## src/rtl/npu_stream_s2mm.sv

```systemverilog
// Stream-to-memory writer: stores one tlast-terminated packet per arm into DRAM words.
// Optional irq/irq_clear ports are enabled by defining NPU_S2MM_IRQ_EN.
module npu_stream_s2mm #(
  parameter int DATA_WIDTH = 16,
  parameter int ADDR_WIDTH = 32,
  parameter int CNT_WIDTH  = 16
) (
  input  logic                  clk,
  input  logic                  rst,
  input  logic                  cfg_start,
  input  logic [ADDR_WIDTH-1:0] cfg_base_addr,
  input  logic [CNT_WIDTH-1:0]  cfg_max_words,
  input  logic [DATA_WIDTH-1:0] s_axis_tdata,
  input  logic                  s_axis_tvalid,
  output logic                  s_axis_tready,
  input  logic                  s_axis_tlast,
  output logic [ADDR_WIDTH-1:0] dram_addr,
  output logic [DATA_WIDTH-1:0] dram_wdata,
  output logic                  dram_we,
  output logic                  dram_ce,
  input  logic                  dram_ready,
  output logic                  busy,
  output logic                  done,
  output logic [CNT_WIDTH-1:0]  word_count,
  output logic                  overflow
`ifdef NPU_S2MM_IRQ_EN
  ,
  input  logic                  irq_clear,
  output logic                  irq
`endif
);

  typedef enum logic [2:0] {
    S_IDLE,
    S_RECV,
    S_WRITE,
    S_DRAIN,
    S_DONE
  } state_t;

  state_t                r_state;
  state_t                w_next;
  logic [ADDR_WIDTH-1:0] r_base;
  logic [CNT_WIDTH-1:0]  r_limit;
  logic [CNT_WIDTH-1:0]  r_count;
  logic                  r_overflow;
  logic [ADDR_WIDTH-1:0] r_addr;
  logic [DATA_WIDTH-1:0] r_wdata;
  logic                  r_last;
  logic                  w_accept;
  logic                  w_wr_done;
  logic                  w_room;

  assign w_accept  = s_axis_tvalid & s_axis_tready;
  assign w_wr_done = dram_ce & dram_we & dram_ready;
  assign w_room    = (r_count < r_limit);

  always_ff @(posedge clk) begin
    if (rst) r_state <= S_IDLE;
    else     r_state <= w_next;
  end

  always_comb begin
    w_next = r_state;
    case (r_state)
      S_IDLE:  if (cfg_start) w_next = S_RECV;
      S_RECV: begin
        if (w_accept) begin
          if (w_room)            w_next = S_WRITE;
          else if (s_axis_tlast) w_next = S_DONE;
          else                   w_next = S_DRAIN;
        end
      end
      S_WRITE: if (w_wr_done) w_next = r_last ? S_DONE : S_RECV;
      S_DRAIN: if (w_accept && s_axis_tlast) w_next = S_DONE;
      S_DONE:  w_next = S_IDLE;
      default: w_next = S_IDLE;
    endcase
  end

  // ce/we follow the WRITE state, so reset or completion drops them on the next edge.
  always_comb begin
    s_axis_tready = 1'b0;
    dram_ce       = 1'b0;
    dram_we       = 1'b0;
    busy          = 1'b0;
    done          = 1'b0;
    case (r_state)
      S_RECV:  begin s_axis_tready = 1'b1; busy = 1'b1; end
      S_WRITE: begin dram_ce = 1'b1; dram_we = 1'b1; busy = 1'b1; end
      S_DRAIN: begin s_axis_tready = 1'b1; busy = 1'b1; end
      S_DONE:  done = 1'b1;
      default: ;
    endcase
  end

  always_ff @(posedge clk) begin
    if (rst) begin
      r_base     <= '0;
      r_limit    <= '0;
      r_count    <= '0;
      r_overflow <= 1'b0;
      r_addr     <= '0;
      r_wdata    <= '0;
      r_last     <= 1'b0;
    end else begin
      if (r_state == S_IDLE && cfg_start) begin
        r_base     <= cfg_base_addr;
        r_limit    <= cfg_max_words;
        r_count    <= '0;
        r_overflow <= 1'b0;
      end
      if (r_state == S_RECV && w_accept) begin
        if (w_room) begin
          r_wdata <= s_axis_tdata;
          r_addr  <= r_base + ADDR_WIDTH'(r_count);
          r_last  <= s_axis_tlast;
        end else begin
          r_overflow <= 1'b1;
        end
      end
      if (r_state == S_WRITE && w_wr_done) r_count <= r_count + CNT_WIDTH'(1);
    end
  end

  assign dram_addr  = r_addr;
  assign dram_wdata = r_wdata;
  assign word_count = r_count;
  assign overflow   = r_overflow;

`ifdef NPU_S2MM_IRQ_EN
  logic r_irq;
  always_ff @(posedge clk) begin
    if (rst)            r_irq <= 1'b0;
    else if (done)      r_irq <= 1'b1;
    else if (irq_clear) r_irq <= 1'b0;
  end
  assign irq = r_irq;
`endif

endmodule

```

## config.mk

```make
export PLATFORM = sky130hd
export DESIGN_NAME = npu_stream_s2mm
export DESIGN_NICKNAME = d
export VERILOG_FILES = /design/src/rtl/npu_stream_s2mm.sv
export SDC_FILE = /design/constraint.sdc
export NUM_CORES = 1
export LEC_CHECK = 0
export ABC_CLOCK_PERIOD_IN_PS = 6100
export BUFFER_PORTS_ARGS = -buffer_cell sky130_fd_sc_hd__buf_4
export CAP_MARGIN = 25
export CORE_ASPECT_RATIO = 1.1
export CORE_MARGIN = 10
export CORE_UTILIZATION = 30
export CTS_BUF_LIST = sky130_fd_sc_hd__clkbuf_8
export DETAILED_ROUTE_END_ITERATION = 12
export PLACE_DENSITY = 0.5
export RECOVER_POWER = 25
export SLEW_MARGIN = 10
export SYNTH_ARGS = -nofsm -noshare
export SYNTH_HDL_FRONTEND = slang
export SYNTH_SLANG_ARGS = --single-unit
```

## constraint.sdc

```tcl
create_clock -name clk -period 6.1 [get_ports clk]
set_input_delay 0.305 -clock clk [delete_from_list [all_inputs] [get_ports clk]]
set_output_delay 0.305 -clock clk [all_outputs]
set_load 0.03 [all_outputs]
```

## Word-level counts from Yosys, hierarchy flattened

Cells that the tools add are included.

| word-level totals | value |
|---|---|
| flip-flop bits (word level) | 117 |
| output and inout port bits | 70 |

| cells by class | value |
|---|---|
| add/sub/neg operators | 2 |
| magnitude comparators | 1 |
| eq/ne operators | 8 |
| muxes and demuxes | 17 |
| bitwise gates (word level) | 2 |
| reduce and logical (&&, ||, !) cells | 10 |

Operators by type and width:

| kind | count |
|---|---|
| 32-bit by 16-bit adder with 32-bit output | 1 |
| 16-bit 2-to-1 mux | 2 |
| 3-bit 2-to-1 mux | 7 |
| 16-bit by 1-bit adder with 16-bit output (second input constant) | 1 |
| 16-bit less-than comparator | 1 |
| 3-bit case mux with 4 select lines | 1 |
| 2-bit != test (second input constant) | 4 |
| 1-bit 2-to-1 mux | 7 |
| 3-bit by 2-bit equality test with 1-bit output (second input constant) | 2 |
| 1-bit logical AND | 4 |
| 4-bit AND reduction | 1 |
| 3-bit by 1-bit equality test with 1-bit output (second input constant) | 1 |
| 3-bit equality test (second input constant) | 1 |
| 3-bit zero test | 1 |
| 3-bit OR reduction | 1 |
| 1-bit bitwise AND | 2 |
| 2-bit AND reduction | 1 |
| 2-bit nonzero test | 1 |
| 2-bit OR reduction | 1 |

## Logic depth before layout (Yosys ltp)

Gate-level depths: netlist (run 1).

| depth | value |
|---|---|
| depth after elaboration | 7 |
| gate-level depth with buffers | 11 |

## Worst setup path after synthesis (run 1)

No wires, ideal clock.

| timing | value |
|---|---|
| path kind | register to register |
| start point | register r_count[0], in the netlist word_count[0] |
| end point | register r_addr[30], in the netlist dram_addr[30] |
| setup time | 0.086 ns |
| arrival | 2.575 ns |
| data required time | 6.014 ns |
| path slack | 3.440 ns |
| stages on the path, launching flop included | 10 |
| period minus slack after synthesis | 2.660 ns |
| cells stage by stage | dfxtp_1 -> ha_1 -> fa_1 -> a21o_1 -> a221oi_2 -> o211a_4 -> o311a_4 -> and2b_2 -> xnor2_1 -> a211oi_1 |

| between the ends | value |
|---|---|
| longest elaborated chain between the ends | 2 |
| elaborated cells between the ends (all ways) | 3 |
| classes of those cells | 1 x add/sub; 1 x order compare; 1 x reduce/logical |

Ends and longest elaborated chain:

| element | line | text |
|---|---|---|
| start: declaration | 45 | `logic [CNT_WIDTH-1:0] r_count;` |
| start signal: assignment | 122 | `if (r_state == S_WRITE && w_wr_done) r_count <= r_count + CNT_WIDTH'(1);` |
| branches (longest 2 deep; another with 32-bit by 16-bit adder with 32-bit output) | -- |  |
| end signal: assignment | 116 | `r_addr <= r_base + ADDR_WIDTH'(r_count);` |
| end: declaration | 47 | `logic [ADDR_WIDTH-1:0] r_addr;` |

Parallel ways; which one is timed is not known.
A chain may end at the register's enable or synchronous reset.

## Final worst setup path (run 1)

| timing | value |
|---|---|
| start point | register r_count[6], in the netlist word_count[6] |
| end point | register r_wdata[6], in the netlist dram_wdata[6] |

| between the ends | value |
|---|---|
| longest elaborated chain between the ends | 2 |

Ends and longest elaborated chain:

| element | line | text |
|---|---|---|
| 16-bit less-than comparator | 56 | `assign w_room = (r_count < r_limit);` |
| 2-bit AND reduction (no line) | -- |  |
| end signal: assignment | 115 | `r_wdata <= s_axis_tdata;` |
| end: declaration | 48 | `logic [DATA_WIDTH-1:0] r_wdata;` |

No other way between the ends.

==> metrics list, run 1 <==
- Number of core rows: 53
- For this design the top-level I/O count stands at between 100 and 150.
- Clock Path Buffers: 2
- Counting flops and latches in the post-synthesis netlist gives between 100 and 150.
* Sequential cell area fraction in the yosys report: about two fifths
- Summing all flip-flop and latch instances after layout gives between 2000 and 2500 um2.
* Nets in the synthesized netlist: a little over 800
- Area share of xor/xnor cells in the synthesized design: roughly 3.7%
- Static power due to leakage: between 0.002 and 0.003 uW
* Mapped cell area: a little under 6000 um2
- Final weighted congestion in routability-driven placement: between 0.7 and 0.8
- CTS placed an instance of sky130_fd_sc_hd__clkbuf_8 at the clock tree root.
- Slew at the pin closest to its max-slew limit: 0.827 ns
* DRC errors left: 0
- # H-tree levels: 4
* Effective utilization at floorplan: a little under a third
- The initial antenna violation count is 0.
* Total Routing Usage GR: between 10% and 20%
- Setup repair after global routing left no endpoint under its margin.
* Run status: finished clean
- Final max-slew violation count: 0
- Total cell area at the placement stage: 7070 um2
- The worst setup path is captured at a register.
- In this run, post-CTS repair resized a total of 0 instances.
* Critical-path cell with the highest stage delay: sky130_fd_sc_hd__nor2_4
- Worst slew margin relative to its limit: 44.9%
- Among all flip-flop cells after synthesis, the most frequent one is sky130_fd_sc_hd__dfxtp_1.
- Traced cell by cell, the critical path runs through ha_1, a21o_1, a2111oi_0, o21a_1, o211ai_2, nor2_4, buf_16, buf_4, mux2i_1, nor2_1.
* Endpoint required time on the critical path: 6.38 ns
- Max Clock Skew: around 0.013 ns
* Leading cell types in the layout, fill and taps excluded: sky130_fd_sc_hd__nand2_1, sky130_fd_sc_hd__dfxtp_1, sky130_fd_sc_hd__buf_4, sky130_fd_sc_hd__a21oi_1, sky130_fd_sc_hd__nor2_1
- Post-route cell area: roughly 7300 um2
* Net count of the finished layout: a little over 900
- Crit-path max FO: 34
- Maximum number of pins on one net before global-route repair: between 70 and 80
* Share of synthesized area spent on multiplexers: 5.33%
- In this run, the number of DRC markers left after iteration 0 of detailed routing was between 300 and 400.
- Max Fclk: approximately 0.31 GHz
* Combinational family with the most area after synthesis: simple AND/OR/NAND/NOR gates
- Area of the core region: 19200 um2
- Number of buffers created by CTS: 17
- In this run the remaining antenna-violating nets after routing total 0.
- The number of setup buffers added after CTS is 0.
- Clk slew on worst S/H paths: 0.07 ns
- After detailed routing, the number of vias per cell comes to ~4.8.
- The filler cells instantiated in the layout total between 2000 and 2500.
* Post-detail-place hpwl: 12.6 mm
- Clock period minus worst slack: 3.26 ns
* Number of hold violations in the final report: 0
- Of the total synthesized cell area, the portion taken by AND, OR, NAND and NOR gates is ~21%.
* Number of clock sinks: ~120
- Compound-gate portion of the synthesized area: approximately 18%
- Area used by multi-input combinational logic: 3260 um2
* Number of flops mapped to enable cells by yosys: 0
* Crit path launch type: register
- Residual overflow from global routing: 0
* Total via count after detailed routing: ~5200
* Pre-Repair DR Iteration Count: 4
- Clock insertion delay at the later pin of the skew report: between 0.4 and 0.5 ns
- The tightest min-delay check is of the primary input to register type.
- Max-Cap Viols: 0
- Number of cells produced by synthesis: between 700 and 800
- Kind of critical path: register to register
* IO buf count: about 140
* Vias in the first global route: between 5000 and 6000
* Synthesized area per cell: approximately 8.4 um2
- Cts-stage hold buffer count: 0
- Average wire length per cell after detail routing: approximately 16 um
* Fin Setup TNS: 0 ns
* Cell variety after synth: 63
* N_diodes: 0
* Global-route wire length before repair: roughly 28 mm
* Maximum resistive drop on vdd: between 0.0002 and 0.00025 V
- On the worst path, the slowest cell contributes a delay of between 0.4 and 0.5 ns.
- From left edge to right edge, the die measures ~150 um.
* Layout cell share with drive strength beyond 1: between 10% and 20%
- Power per standard cell area: ~320 nW/um2
- Share of async-settable or async-resettable flops after synthesis: 0%
- Yosys warning count: 0
- Setup violations remaining at the end of the flow were counted as 0.
- Syn-to-layout area delta: 24.2%
- Crit share post-route: between 50 and 60%
* Die Span Y: ~170 um
- Wire length reported by the detailed router: approximately 17 mm
- At the worst endpoint, the arrival time is between 3 and 4 ns.
* Die Area: between 20000 and 30000 um2
- Post-Synth Adder-Cell Area: 7.16%
- TritonCTS built the clock tree.
==> final timing paths <==
check                                  start                          end  slack, ns  cells after the start
setup / recovery  word_count[6]$_SDFFE_PP0P_   dram_wdata[6]$_SDFFE_PP0P_       2.84                     10
hold / removal              s_axis_tdata[12]  dram_wdata[12]$_SDFFE_PP0P_       0.11                      3
setup reg to reg  word_count[6]$_SDFFE_PP0P_   dram_wdata[6]$_SDFFE_PP0P_       2.84                     10
hold reg to reg      r_limit[1]$_SDFFE_PP0P_      r_limit[1]$_SDFFE_PP0P_       0.46                      2
==> Yosys cell counts (3+ instances only) <==
library cell / count / share of area (%)
sky130_fd_sc_hd__a22oi_1: 3 / 0.38
sky130_fd_sc_hd__clkbuf_1: 32 / 2.0
sky130_fd_sc_hd__o211ai_1: 5 / 0.64
sky130_fd_sc_hd__o21a_1: 6 / 0.77
sky130_fd_sc_hd__a211oi_1: 14 / 1.8
sky130_fd_sc_hd__nand3_1: 19 / 1.6
sky130_fd_sc_hd__nand2b_1: 5 / 0.53
sky130_fd_sc_hd__nor3_1: 7 / 0.60
sky130_fd_sc_hd__nand3b_1: 4 / 0.51
sky130_fd_sc_hd__a21oi_1: 73 / 6.2
sky130_fd_sc_hd__a31oi_1: 4 / 0.43
sky130_fd_sc_hd__buf_2: 6 / 0.51
sky130_fd_sc_hd__a311oi_1: 4 / 0.60
sky130_fd_sc_hd__and3_1: 8 / 0.85
sky130_fd_sc_hd__nor2_1: 69 / 4.4
sky130_fd_sc_hd__or4_1: 3 / 0.38
sky130_fd_sc_hd__inv_1: 22 / 1.4
sky130_fd_sc_hd__and2_1: 4 / 0.43
sky130_fd_sc_hd__or2_2: 3 / 0.32
sky130_fd_sc_hd__or3_1: 7 / 0.75
sky130_fd_sc_hd__a311oi_2: 3 / 0.77
sky130_fd_sc_hd__ha_1: 32 / 6.8
sky130_fd_sc_hd__dfxtp_1: 117 / 40
sky130_fd_sc_hd__xnor2_1: 17 / 2.5
sky130_fd_sc_hd__o21ai_0: 19 / 1.6
sky130_fd_sc_hd__a21o_1: 9 / 1.2
sky130_fd_sc_hd__mux2i_1: 29 / 4.9
sky130_fd_sc_hd__nand4_1: 9 / 0.96
sky130_fd_sc_hd__xor2_1: 8 / 1.2
sky130_fd_sc_hd__buf_6: 3 / 0.58
sky130_fd_sc_hd__nand2_1: 117 / 7.5
sky130_fd_sc_hd__o22ai_1: 3 / 0.32
==> power by group <==
group	internal, uW	total, uW	switching (uW)
logic	248	690	442
registers	875	960	85.0
clock network	364	663	299
total	1490	2310	826
==> area by class of cell <==
| type | count | area share (%) |
|---|---|---|
| Sequential cell | 117 | 32.1 |
| Tap cell | 247 | 4.24 |
| Clock inverter | 8 | 0.824 |
| Multi-Input combinational cell | 521 | 44.7 |
| Timing Repair Buffer | 145 | 12.8 |
| Clock buffer | 22 | 4.15 |
| Inverter | 22 | 1.13 |
==> worst max-delay path: cells and delay by family (launching register included) <==
kind	cells	cell delay [ns]
AOI/OAI and AO/OA	4	0.95
muxes	1	0.25
adders and majority gates	1	0.28
and+or+nand+nor	2	0.53
DFF	1	0.45
buffers and inverters	2	0.63
==> cell families (layout without fill, tap and decap cells) <==
family	after synthesis	in the layout
AO/OA/AOI/OAI	160	160
AND/OR/NAND/NOR	272	272
flip-flops	117	117
XOR/XNOR	25	25
buffers and inverters	65	197
multiplexers	31	31
adder cells (fa/ha/maj)	33	33
==> registers in the layout, indices dropped and copies added, names as in the netlist <==
| signal | count |
|---|---|
| r_last | 1 |
| r_base | 32 |
| overflow | 1 |
| r_state | 3 |
| r_limit | 16 |
| dram_addr | 32 |
| dram_wdata | 16 |
| word_count | 16 |
==> per-stage QoR <==
step / worst slack [ns] / utilization [%] / hold slack (ns) / total power, uW / std cells
final: 2.84 / 38.0 / 0.109 / 2310 / 1082
after global routing: 2.48 / 38.0 / 0.0711 / 2470 / 1082
after CTS: 2.52 / 38.8 / 0.0732 / 2390 / 1081
after detailed placement: 2.53 / 36.9 / 0.447 / 1710 / 1051
after global placement: 2.61 / 36.9 / 0.446 / 1710 / 1051
after floorplan: 3.44 / - / 0.436 / 1460 / 703
==> routing by layer <==
layer	vias up	GRT usage (%)	part of all wire [%]
met5	-	0	0
met4	0	4.11	0.97
met3	8	4.48	5.2
met2	109	19.8	44
met1	2349	17.4	50
li1	2704	-	-
(Power assumes the default switching activity.)
==> run 2, diff against run 1 <==
--- a/config.mk
+++ b/config.mk
@@ -5,7 +5,7 @@
 export SDC_FILE = /design/constraint.sdc
 export NUM_CORES = 1
 export LEC_CHECK = 0
-export ABC_CLOCK_PERIOD_IN_PS = 6100
+export ABC_CLOCK_PERIOD_IN_PS = 3030
 export BUFFER_PORTS_ARGS = -buffer_cell sky130_fd_sc_hd__buf_4
 export CAP_MARGIN = 25
 export CORE_ASPECT_RATIO = 1.1
==> constraint.sdc (replaced) <==
create_clock -name clk -period 3.03 [get_ports clk]
set_input_delay 0.1515 -clock clk [delete_from_list [all_inputs] [get_ports clk]]
set_output_delay 0.1515 -clock clk [all_outputs]
set_load 0.03 [all_outputs]
==> run 2 against run 1 <==
- register-to-register slack worse by 2.5 ns
- worst setup slack lost 2.5 ns
- global-route usage up 0.35 points
- clock skew is 0.0030 ns higher
- combinational power grew 110%
- count of clock-buffer cells in the layout shrank 1
- cell count up 7.5%
- critical path depth fell by 1
==> metrics list, run 2 (synthesis results as in run 1) <==
- The clock network is responsible for a little under a third of the overall power.
- Measured in cells, the most critical reg-to-reg path has a length of 9.
- Number of hold violations in the final report: 0
- Kind of end point of the critical path: register
- The floorplan step defined a die boundary enclosing between 20000 and 30000 um2.
- Portion of total power attributed to combinational logic: just under 30%
- After the first detailed-routing iteration, the DRC count stood at between 200 and 250.
- Grouping stages by cell kind, the critical path spends the most delay in compound AO/OA/AOI/OAI gates.
- Switching portion of total power: between 30% and 40%
* Critical path cell sequence: ha_1, fa_1, a21o_1, a221oi_2, o211a_4, o311a_4, and2b_2, xnor2_1, a211oi_1
* Remaining number of nets flagged by the antenna check after routing: 0
- Dividing total power by cell area gives a power density of 613 nW/um2.
* Net switching power: ~1700 uW
- Sequential cells burn 38.6% of the power.
- After floorplanning, the core was divided into 53 placement rows.
* Hold Path Class: primary input to register
* Average wire length per cell after detail routing: approximately 15 um
* Wire length reported by the detailed router: 17.6 mm
* Area of the core region: 19200 um2
- Across every metal layer, demand over resource in global routing totals between 10% and 20%.
- Syn-to-layout area delta: 39.0%
- Critical path arrival: around 3.1 ns
* Max Fclk: about 0.37 GHz
- In this run the tool buffered the top-level ports with around 140 buffer cells.
* Clock Path Buffers: 2
* # H-tree levels: 4
- The analysis attributes to cell leakage a power of approximately 0.0033 uW.
* Slowest Stage Delay on Critical Path: between 0.4 and 0.5 ns
- The first global-routing pass estimated around 28 mm of wire.
- Final max-slew violation count: 0
- Cell internal power dissipation: 3300 uW
- CTS placed an instance of sky130_fd_sc_hd__clkbuf_8 at the clock tree root.
* Buffers and inverters on the worst path: 0
* Crit-path max FO: 12
- Leading cell types in the layout, fill and taps excluded: sky130_fd_sc_hd__nand2_1, sky130_fd_sc_hd__dfxtp_1, sky130_fd_sc_hd__buf_4, sky130_fd_sc_hd__a21oi_1, sky130_fd_sc_hd__nor2_1
- Number of buffers created by CTS: 17
- Max Clock Skew: approximately 0.016 ns
- The worst setup path is launched from a register.
- For this run the aggregate overflow at the end of global routing stands at 0.
- For the worst setup path, the data required time is about 3.4 ns.
* Unrepaired setup endpoints after global routing: no
- The congestion estimate from routability-driven global placement came to 0.818.
- Layout cell share with drive strength beyond 1: between 10% and 20%
* Net count of the finished layout: 1006
- The initial antenna violation count came to 0.
- Pre-Repair DR Iteration Count: 4
- Worst slew margin relative to its limit: between 40 and 50%
* Vias in the first global route: approximately 5500
* Crit share post-route: around nine tenths
- Vias per cell: roughly 4.7
* Fin Setup TNS: 0 ns
- Number of gates resized after CTS: 0
- Entering global routing, the biggest net connects between 70 and 80 pins.
* Effective utilization at floorplan: a little under a third
- Clk slew on worst S/H paths: about 0.070 ns
- Slew at the pin closest to its max-slew limit: 0.804 ns
- I/O pin total: 140
* Post-detail-place hpwl: roughly 13 mm
- For the worst-skew pair, the clock arrives at the later sink with an insertion delay of about 0.44 ns.
- The worst setup path is of the register to register kind.
* Die boundary width: around 150 um
* Count of cells along the worst hold path: 4
- Counting I/O delays and the setup requirement, the final critical path takes ~2.7 ns.
- Counting every sink on the clock net gives ~120.
- DRC errors left: 0
* N_diodes: 0
- Die Span Y: 167 um
- Logic depth of the worst setup path including buffers: 9
- The run finished with clean final reports.
- WHS: 0.180 ns
* TritonCTS clock tree: yes
* Total via count after detailed routing: ~5400
- VDD sags by at most roughly 0.00047 V.
* Critical-path cell with the highest stage delay: sky130_fd_sc_hd__fa_1
* Max-Cap Viols: 0
- Number of setup violations in the final report: 0
-- run 2: cell types whose count changed in the layout (fill, tap and decap cells not counted), sizes merged --
cell         delta
dlygate4sd3    +65
buf            +14
bufinv          +3
inv             -2
clkbuf          -1
clkinv          +1
clkinvlp        +1
-- run 2: through the flow --
step                      worst slack (ns)  total power (uW)  utilization, %  instance area, um2  instances
after floorplan                      0.370              2950               -                5870        703
after global placement               0.429              3470            37.8                7240       1066
after detailed placement             0.371              3470            37.8                7240       1066
after CTS                            0.343              5160            43.5                8330       1163
after global routing                 0.103              5310            42.6                8160       1163
final                                0.327              5000            42.6                8160       1163
-- run 2: final cells by class --
type	count	area, um2
Inverter	22	82.6
Tap cell	247	309
Multi-Input combinational cell	521	3260
Fill cell	1954	11000
Clock buffer	21	289
Timing Repair Buffer	224	1720
Sequential cell	117	2340
Clock inverter	11	155
-- run 2: worst paths after layout --
check	slack [ns]	to	start
setup / recovery	0.33	dram_addr[30]$_SDFFE_PP0P_	word_count[0]$_SDFFE_PP0P_
hold / removal	0.18	overflow$_SDFF_PP0_	s_axis_tvalid
setup reg to reg	0.33	dram_addr[30]$_SDFFE_PP0P_	word_count[0]$_SDFFE_PP0P_
hold reg to reg	0.45	r_limit[8]$_SDFFE_PP0P_	r_limit[8]$_SDFFE_PP0P_
-- run 2: worst register-to-register path: stages (launching register included) --
cell                       delay, ns
sky130_fd_sc_hd__dfxtp_1        0.37
sky130_fd_sc_hd__ha_1           0.25
sky130_fd_sc_hd__fa_1           0.41
sky130_fd_sc_hd__a21o_1         0.21
sky130_fd_sc_hd__a221oi_2       0.31
sky130_fd_sc_hd__o211a_4        0.23
sky130_fd_sc_hd__o311a_4        0.26
sky130_fd_sc_hd__and2b_2        0.24
sky130_fd_sc_hd__xnor2_1        0.12
sky130_fd_sc_hd__a211oi_1       0.21
-- run 2: what timing repair did --
action / 4_1_cts / 5_1_grt
setup buffers: 0 / 0
hold buffers: 65 / 0
hold endpoints to repair: 65 / 0
setup endpoints to repair: 0 / 0
-- run 2: power by group through the flow --
stage                     clock, uW  combinational [uW]  sequential (uW)
after global placement            0                1510             1960
after detailed placement          0                1510             1970
after global routing           1720                1630             1960
after floorplan                   0                 844             2100
final                          1600                1480             1930
after CTS                      1650                1580             1930
-- run 2: per-layer routing --
metal	share of wire, %	global-route usage [%]
met3	4.2	3.94
met1	50	17.0
met5	0	0
met4	1.3	5.06
met2	45	21.5
==> run 3, diff against run 2 <==
--- a/config.mk
+++ b/config.mk
@@ -13,6 +13,7 @@
 export CORE_UTILIZATION = 30
 export CTS_BUF_LIST = sky130_fd_sc_hd__clkbuf_8
 export DETAILED_ROUTE_END_ITERATION = 12
+export GPL_TIMING_DRIVEN = 0
 export PLACE_DENSITY = 0.5
 export RECOVER_POWER = 25
 export SLEW_MARGIN = 10
==> constraint.sdc (replaced) <==
create_clock -name clk -period 3.03 [get_ports clk]
set_input_delay 0.4545 -clock clk [delete_from_list [all_inputs] [get_ports clk]]
set_output_delay 0.4545 -clock clk [all_outputs]
set_load 0.03 [all_outputs]
==> run 3 against run 2 <==
- clock skew down 0.0029 ns
- sequential share of layout area up 2.7 points
- maximum frequency down 5.0%
- routed wire length up 2.8%
- hold slack better by 0.063 ns
- combinational power about the same
- cell count down 3.7%
- sequential cell count unchanged
==> metrics list, run 3 (synthesis results as in run 1) <==
- At the worst endpoint, the required time is around 3.3 ns.
- The critical path is of the register to register type.
- Setup Slack @ Placement: -0.0378 ns
- Crit-path max FO: 10
- Effective utilization at floorplan: a little over 30%
* Critical path arrival: around 3.2 ns
* Clock Path Buffers: 2
* TritonCTS clock tree: yes
- The multi-input combinational cells in the finished layout cover a total of 3280 um2.
- Across the VDD grid, the largest voltage drop is 0.000271 V.
- Fin util: between 30% and 40%
- Entering global routing, the biggest net connects 17 pins.
- Die boundary width: around 150 um
- Using the TritonRoute via totals, the vias-per-cell ratio works out to 4.81.
- The detailed router finished its first iteration with about 270 violations.
* Final weighted congestion in routability-driven placement: 0.763
* Crit share post-route: 93.9%
* Number of buffers created by CTS: 17
- In the final design database the tool counted about 970 nets.
* N_diodes: 0
- At the pin with the least slew margin, the transition time is a little under 0.7 ns.
* Global routing usage on met2: a little over a fifth
* Average wire length per cell after detail routing: 16.2 um
- Clock power frac: between 20 and 30%
* Portion of total power attributed to combinational logic: a little under a third
* Most common cell after layout, fill and taps aside: sky130_fd_sc_hd__nand2_1
- The final route contains between 5000 and 6000 vias.
- Met3 track demand over resource: 3.89%
* Net switching power: 1710 uW
- Root Buffer Master: sky130_fd_sc_hd__clkbuf_8
- The number of global-route vias before repair came to between 5000 and 6000.
- The tool flagged a number of max-cap violations equal to 0.
- In the post-route analysis, the smallest setup slack over all paths is 0.186 ns.
- Max Fclk: between 0.3 and 0.4 GHz
- The sequential cells in the finished layout cover a total of approximately 2300 um2.
* Wire length reported by the detailed router: ~18 mm
- Once detail routing completed, the nets flagged for antenna violations numbered 0.
- Number of setup violations in the final report: 0
- Summed over all layers, the global routing overflow is 0.
- Clk slew on worst S/H paths: 0.07 ns
- Unrepaired setup endpoints after global routing: no
- WHS: roughly 0.24 ns
* Hold Path Class: primary input to register
* Crit path launch type: register
* Final-layout fill cell count: about 2000
* Global-route wire length before repair: ~28 mm
- The count of endpoints failing hold in the final timing report was 0.
* Pre-Repair DR Iteration Count: 4
- Fin Setup TNS: 0 ns
- Power per standard cell area: ~640 nW/um2
- Number of core rows: between 50 and 60
- Number of antenna violations at the first check in global routing: 0
- IO buf count: approximately 140
- Leading cell types in the layout, fill and taps excluded: sky130_fd_sc_hd__nand2_1, sky130_fd_sc_hd__dfxtp_1, sky130_fd_sc_hd__buf_4, sky130_fd_sc_hd__clkbuf_1, sky130_fd_sc_hd__a21oi_1
* GRT busiest layer: met2
* Total Routing Usage GR: between 10% and 20%
* Cell internal power dissipation: a little over 3000 uW
- Once detailed placement completed, the half-perimeter wirelength came to 14.2 mm.
- The die covers roughly 26000 um2.
- The analysis attributes to cell leakage a power of 0.00296 uW.
- The count of pins over their slew limit was 0.
- Of the cells placed in the final design, the portion with a size suffix greater than 1 is between 10% and 20%.
* DRC errors left: 0
- Measured against its own limit, the worst slew margin works out to between 50% and 60%.
- I/O pin total: between 100 and 150
- Switching portion of total power: roughly 36%
- Compared with the post-synthesis result, the final layout area differs by 27.3%.
- Measured along the y axis, the die boundary spans between 150 and 200 um.
- After floorplanning, the core was sized to cover roughly 19000 um2.
- On the final layout, the worst clock skew is 0.0129 ns.
- For this design, the sink count on the clock tree is ~120.
- Setup Fix Bufs, Post-CTS: 0
* Share of power burned in registers: about two fifths
* # H-tree levels: 4
- The worst setup path is captured at a register.
- After layout, the minimum clock period comes to about 2.8 ns.
- For met1 alone, demand over resource in global routing was 17.9%.
- Clock insertion delay at the later pin of the skew report: between 0.4 and 0.5 ns
* Run status: finished clean
==> run 3: cell types whose count changed in the layout (fill, tap and decap cells not counted), moves of 2 or more <==
cell | before | now
sky130_fd_sc_hd__buf_12 | 4 | 0
sky130_fd_sc_hd__buf_2 | 0 | 6
sky130_fd_sc_hd__buf_4 | 109 | 96
sky130_fd_sc_hd__buf_6 | 0 | 3
sky130_fd_sc_hd__bufinv_16 | 4 | 2
sky130_fd_sc_hd__clkbuf_1 | 46 | 78
sky130_fd_sc_hd__clkinv_2 | 4 | 2
sky130_fd_sc_hd__dlygate4sd3_1 | 65 | 0
sky130_fd_sc_hd__inv_1 | 24 | 27
==> run 3: final timing paths <==
check | start | endpoint | slack (ns) | cells after the start
worst max-delay path | word_count[6]$_SDFFE_PP0P_ | dram_wdata[6]$_SDFFE_PP0P_ | 0.19 | 10
worst min-delay path | s_axis_tdata[4] | dram_wdata[4]$_SDFFE_PP0P_ | 0.24 | 3
worst max register to register | word_count[6]$_SDFFE_PP0P_ | dram_wdata[6]$_SDFFE_PP0P_ | 0.19 | 10
worst min register to register | r_limit[6]$_SDFFE_PP0P_ | r_limit[6]$_SDFFE_PP0P_ | 0.46 | 2
==> run 3: layout make-up <==
| cell class | count | share of cell area [%] |
|---|---|---|
| multi-input cells | 521 | 43.9 |
| well taps | 247 | 4.14 |
| inverters | 22 | 1.10 |
| flip-flops and latches | 117 | 31.4 |
| clock inverters | 9 | 1.19 |
| plain buffers | 43 | 2.66 |
| clock buffers | 21 | 3.87 |
| repair buffers | 140 | 11.8 |
==> run 3: power by group through the flow <==
| stage | Combinational (uW) | Sequential, uW | Clock, uW |
|---|---|---|---|
| floorplan | 844 | 2100 | 0 |
| CTS | 1570 | 1910 | 1450 |
| finish | 1470 | 1910 | 1410 |
| global route | 1630 | 1940 | 1500 |
| detailed placement | 1560 | 1950 | 0 |
| global placement | 1550 | 1940 | 0 |
==> run 3: metal layers <==
metal  vias to the layer above  share of wire, %
li1                       2768                 -
met1                      2485                48
met2                       117                45
met3                        12               5.3
met4                         0               1.1
met5                         -                 0
==> run 3: stage by stage <==
stage               power, uW  cells  instance area [um2]
detailed placement       3500   1090                 7240
CTS                      4930   1120                 7620
global placement         3490   1089                 7220
global route             5080   1120                 7470
floorplan                2950    703                 5870
finish                   4780   1120                 7470
==> run 3: critical path: stages (launching register included) <==
cell and delay, ns:
sky130_fd_sc_hd__dfxtp_2 0.37, sky130_fd_sc_hd__ha_1 0.32, sky130_fd_sc_hd__a21o_1 0.20, sky130_fd_sc_hd__a2111oi_0 0.48
sky130_fd_sc_hd__or4_1 0.20, sky130_fd_sc_hd__o211ai_2 0.17, sky130_fd_sc_hd__nor2_4 0.22, sky130_fd_sc_hd__buf_2 0.28
sky130_fd_sc_hd__buf_6 0.21, sky130_fd_sc_hd__mux2i_1 0.21, sky130_fd_sc_hd__nor2_1 0.05
==> run 3: repair_timing <==
item                                    4_1_cts  5_1_grt
pin swaps                                     0        0
endpoints found under the setup margin       20       45
resized for setup                             1        5
hold buffers                                  0        0
cloned                                        0        0
